==> src/rtl/sd_rr_arbmux.sv <==
// Round-robin N:1 srdy/drdy arbiter-multiplexer with a registered output word.
// Define SDLIB_ARB_LOCK_EN to hold the grant on one requester until its end-of-packet.
module sd_rr_arbmux #(
    parameter int width  = 16,
    parameter int inputs = 4
) (
    input  logic                    clk,
    input  logic                    reset,
    input  logic [inputs-1:0]       c_srdy,
    output logic [inputs-1:0]       c_drdy,
    input  logic [inputs*width-1:0] c_data,
    input  logic [inputs-1:0]       c_eop,
    output logic                    p_srdy,
    input  logic                    p_drdy,
    output logic [width-1:0]        p_data,
    output logic                    p_eop,
    output logic [inputs-1:0]       p_grant
);

    localparam int ptr_w = (inputs > 1) ? $clog2(inputs) : 1;
    localparam logic [ptr_w:0]   NUM  = (ptr_w+1)'(inputs);
    localparam logic [ptr_w-1:0] LAST = ptr_w'(inputs - 1);

    logic [ptr_w-1:0]  ptr_q, ptr_d;
    logic              p_srdy_q, p_srdy_d;
    logic [width-1:0]  p_data_q, p_data_d;
    logic              p_eop_q, p_eop_d;
    logic [inputs-1:0] p_grant_q, p_grant_d;

    logic [inputs-1:0] req;
    logic              win_vld;
    logic [ptr_w-1:0]  win_idx;
    logic [ptr_w-1:0]  win_nxt;
    logic [ptr_w:0]    cand;
    logic              ld;

`ifdef SDLIB_ARB_LOCK_EN
    logic             lock_q, lock_d;
    logic [ptr_w-1:0] lockid_q, lockid_d;

    // A locked packet owner hides every other requester, even while it idles.
    always_comb begin
        req = '0;
        if (lock_q) begin
            req[lockid_q] = c_srdy[lockid_q];
        end else begin
            req = c_srdy;
        end
    end
`else
    assign req = c_srdy;
`endif

    always_comb begin
        win_vld = 1'b0;
        win_idx = '0;
        cand    = '0;
        for (int off = 0; off < inputs; off++) begin
            cand = {1'b0, ptr_q} + (ptr_w+1)'(off);
            if (cand >= NUM) begin
                cand = cand - NUM;
            end
            if (!win_vld && req[cand[ptr_w-1:0]]) begin
                win_vld = 1'b1;
                win_idx = cand[ptr_w-1:0];
            end
        end
    end

    assign win_nxt = (win_idx == LAST) ? '0 : win_idx + 1'b1;

    // Load when the output slot is empty or being drained this cycle.
    assign ld = win_vld && (!p_srdy_q || p_drdy) && reset;

    always_comb begin
        c_drdy          = '0;
        c_drdy[win_idx] = ld;
    end

    always_comb begin
        ptr_d     = ptr_q;
        p_srdy_d  = p_srdy_q;
        p_data_d  = p_data_q;
        p_eop_d   = p_eop_q;
        p_grant_d = p_grant_q;
`ifdef SDLIB_ARB_LOCK_EN
        lock_d    = lock_q;
        lockid_d  = lockid_q;
`endif
        if (ld) begin
            p_srdy_d           = 1'b1;
            p_data_d           = c_data[int'(win_idx)*width +: width];
            p_eop_d            = c_eop[win_idx];
            p_grant_d          = '0;
            p_grant_d[win_idx] = 1'b1;
`ifdef SDLIB_ARB_LOCK_EN
            if (c_eop[win_idx]) begin
                lock_d = 1'b0;
                ptr_d  = win_nxt;
            end else begin
                lock_d   = 1'b1;
                lockid_d = win_idx;
            end
`else
            ptr_d = win_nxt;
`endif
        end else if (p_srdy_q && p_drdy) begin
            p_srdy_d = 1'b0;
        end
    end

    always_ff @(posedge clk or negedge reset) begin
        if (!reset) begin
            ptr_q     <= '0;
            p_srdy_q  <= 1'b0;
            p_data_q  <= '0;
            p_eop_q   <= 1'b0;
            p_grant_q <= '0;
        end else begin
            ptr_q     <= ptr_d;
            p_srdy_q  <= p_srdy_d;
            p_data_q  <= p_data_d;
            p_eop_q   <= p_eop_d;
            p_grant_q <= p_grant_d;
        end
    end

`ifdef SDLIB_ARB_LOCK_EN
    always_ff @(posedge clk or negedge reset) begin
        if (!reset) begin
            lock_q   <= 1'b0;
            lockid_q <= '0;
        end else begin
            lock_q   <= lock_d;
            lockid_q <= lockid_d;
        end
    end
`endif

    assign p_srdy  = p_srdy_q;
    assign p_data  = p_data_q;
    assign p_eop   = p_eop_q;
    assign p_grant = p_grant_q;

endmodule

==> config.mk <==
export PLATFORM = sky130hd
export DESIGN_NAME = sd_rr_arbmux
export DESIGN_NICKNAME = d
export VERILOG_FILES = /design/src/rtl/sd_rr_arbmux.sv
export SDC_FILE = /design/constraint.sdc
export NUM_CORES = 1
export LEC_CHECK = 0
export CAP_MARGIN = 0
export CELL_PAD_IN_SITES_DETAIL_PLACEMENT = 1
export CELL_PAD_IN_SITES_GLOBAL_PLACEMENT = 1
export CORE_MARGIN = 2
export CORE_UTILIZATION = 24
export CTS_CLUSTER_SIZE = 24
export DETAILED_ROUTE_END_ITERATION = 8
export GPL_TIMING_DRIVEN = 0
export PLACE_DENSITY_LB_ADDON = 0.1
export SLEW_MARGIN = 20
export SYNTH_ARGS = -nofsm -noshare
export SYNTH_HDL_FRONTEND = slang
export SYNTH_SLANG_ARGS = --single-unit
==> constraint.sdc <==
create_clock -name clk -period 2.9 [get_ports clk]
set_input_delay 0.87 -clock clk [delete_from_list [all_inputs] [get_ports clk]]
set_output_delay 0.87 -clock clk [all_outputs]
set_load 0.005 [all_outputs]
==> impl_metrics.yaml, run 1 <==
cts:
  clock_path_buffers: 2
  clock-root-buffer: "clkbuf_8"
  path_clk_slew_ps: 90
  numCtsBuffers: 3
  cts_hold_buf: 0
  clock_latency_ps: 270
  cts_tree: "yes"
  clock_sinks: 24
  htree_levels: 1
worst_setup_path:
  timing.rr.start: "ptr_q[1]$_DFFE_PN0P_"
  crit_fanout: 3
  cp-start-kind: "primary input"
  crit_path_frequent_cell: "buf_6"
  worstSetupPathType: "in2out"
  ff2ff_setup_slack_ps: 990
  path_delay_family: "buffers and inverters"
  required_ps: 2030
  r2r-end: "p_data[11]$_DFFE_PN0P_"
  cp.arrival_ps: 2000
  rr_worst_depth: 8
  crit_buf_inv: 3
  path_cells: "buf_6, nor2b_4, o32a_1, buf_6, ha_2, and2_4, buf_2"
  cp-end-kind: "primary output"
  slowest_stage: "o32a_1"
  max_stage_delay_ps: 360
detailed_routing:
  vias: 1540
  wl_per_cell_um: 16.32
  drt.antenna.violating_nets: 0
  drt_first_pass_iters: 3
  vias_per_cell: 4.667
  drt_iter0_markers: 50
  drc_errors: 0
  drt-total-wl_mm: 5.384
global_routing:
  grtUsageMet1_pct: 20.23
  antenna_found_initial: 0
  grt_pass1_vias: 1607
  track_usage_pct: 16.57
  met2_usage_pct: 30.50
  grt_overflow: 0
  top_usage_layer: "met2"
  grt_pass1_wl_mm: 8.266
  globalRouteMet3Util_pct: 3.000
  grt_max_degree: 26
synth:
  ys_seq_area_share_pct: 42.29
  synth_edf_count: 0
  async_flop_share_pct: 100.0
  syn-num-nets: 209
  syn_area_mm2: 0.001420
  yosys.cell_types.count: 24
  synthFlopType: "dfrtp_1"
  synth-seq-cells: 24
  synthTopCellsByArea: "dfrtp_1 (42%), mux2i_1 (24%), o221ai_1 (10%)"
  syn_inst: 133
  syn_avg_cell_area_um2: 10.68
  yosysTopAreaCell: "dfrtp_1"
  yosysWarnings: 0
  synth_top_area_share_pct: 42.29
finish:
  fin_util_pct: 48.32
  fin_area_mm2: 0.002810
  drive_gt1_share_pct: 21.57
  area_delta_synth_final_pct: 97.89
  final_common_cell: "clkdlybuf4s50_1"
  antenna_cells: 0
  final_nets: 333
  final_cell_mix: "clkdlybuf4s50_1 (90), mux2i_1 (34), dfrtp_1 (24), nand2_1 (20)"
floorplan:
  fp.dieH_um: 80.92
  core-area_mm2: 0.005816
  initial_utilization_pct: 24.42
  fp-row-count: 28
  ioPinCount: 101
  dieArea_mm2: 0.006548
  die_w_um: 80.92
min_path:
  hold_path_class: "in2async"
sta:
  fmax_ghz: 0.3480
  worst_slew_pin_slew_ps: 354.9
  finalCritPeriodShare_pct: 99.10
  min_period_ps: 2874
  drv_slew: 0
  final-setup-viol-count: 0
  fin_ws_ps: 26.24
  rsz0062_at_grt: "true"
  hold_viol: 0
  finClkSkew_ps: 8.532
  relSlewSlack_pct: 76.26
  tns_ps: 0
place:
  place_area_mm2: 0.002510
  dp_hpwl_mm: 3.767
  numPortBuffers: 100
  dp_slack_ps: -1100
  place_congestion: 0.7155
pwr:
  ir_worst_vdd_v: 0.0002140
  leakage_uw: 0.001274
  power.density_mw_per_mm2: 631.3
  p_total_uw: 1774
job:
  drv_cap: 0
outcome:
  outcome: "completed"
-- how the worst max path moves through the flow --
stage	to	depth (start not counted)	slack (ps)	startpoint
final	c_drdy[2]	7	30	c_srdy[2]
after global routing	c_drdy[3]	6	-10	c_srdy[2]
after CTS	c_drdy[2]	7	9	c_srdy[0]
after detailed placement	c_drdy[0]	7	-1100	c_srdy[3]
after global placement	c_drdy[1]	6	-2050	reset
after floorplan	c_drdy[0]	5	160	c_srdy[2]
-- what timing repair did --
| item | 4_1_cts | 5_1_grt |
|---|---|---|
| pin swaps | 7 | 8 |
| endpoints found under the setup margin | 4 | 3 |
| buffers inserted | 17 | 4 |
| gates resized for setup | 63 | 12 |
| cloned | 0 | 0 |
| endpoints found under the hold margin | 0 | 0 |
-- through the flow --
| step | cells | hold slack (ps) |
|---|---|---|
| CTS | 328 | 458.7 |
| finish | 330 | 427.5 |
| global route | 330 | 430.5 |
| detailed placement | 308 | 472.7 |
| floorplan | 133 | 473.6 |
| global placement | 308 | 462.8 |
-- cell type report --
class,count,area [um^2]
fillers,665,3005
plain buffers,9,78.83
clock buffers,3,41.29
flip-flops and latches,24,600.6
well taps,75,93.84
repair buffers,119,1137
inverters,1,3.754
multi-input cells,99,854.6
-- Yosys cell counts, types with 2 or more instances --
cell type / number
a21o_1: 4
a21oi_1: 2
buf_2: 6
buf_6: 2
dfrtp_1: 24
mux2i_1: 34
nand2_1: 20
nand2b_1: 4
nor2_1: 3
nor2b_1: 3
o21ai_1: 2
o221ai_1: 17
-- kinds of logic after synthesis --
group,count (synthesis),synth area share [%]
AOI/OAI and AO/OA,29,16.21
and+or+nand+nor,35,12.16
muxes,34,23.97
DFF,24,42.29
adders and majority gates,1,0.8809
buffers and inverters,10,4.493
-- routing by layer --
metal	part of all wire, %	vias up	routed length, um
met5	0	-	0
met4	0.65	0	35
met3	4.0	4	214
met2	56	41	2996
met1	40	754	2139
li1	-	741	-
-- power breakdown --
part | internal [uW] | switching, uW
clock | 93.1 | 111
combinational | 627 | 393
sequential | 465 | 85.0
-- registers in the layout, summed over array words and instances, names as in the netlist --
| name | flops |
|---|---|
| p_data | 16 |
| p_grant | 4 |
| ptr_q | 2 |
| p_srdy | 1 |
| p_eop | 1 |
Note: power is estimated with default switching activity, not from simulation.
==> inputs of run 2 (changes only) <==
--- a/config.mk
+++ b/config.mk
@@ -14,7 +14,7 @@
 export DETAILED_ROUTE_END_ITERATION = 8
 export GPL_TIMING_DRIVEN = 0
 export PLACE_DENSITY_LB_ADDON = 0.1
-export SLEW_MARGIN = 20
+export SLEW_MARGIN = 40
 export SYNTH_ARGS = -nofsm -noshare
 export SYNTH_HDL_FRONTEND = slang
 export SYNTH_SLANG_ARGS = --single-unit
==> results of run 2 <==
The final DEF is identical to that of run 1; final timing and power are the same.
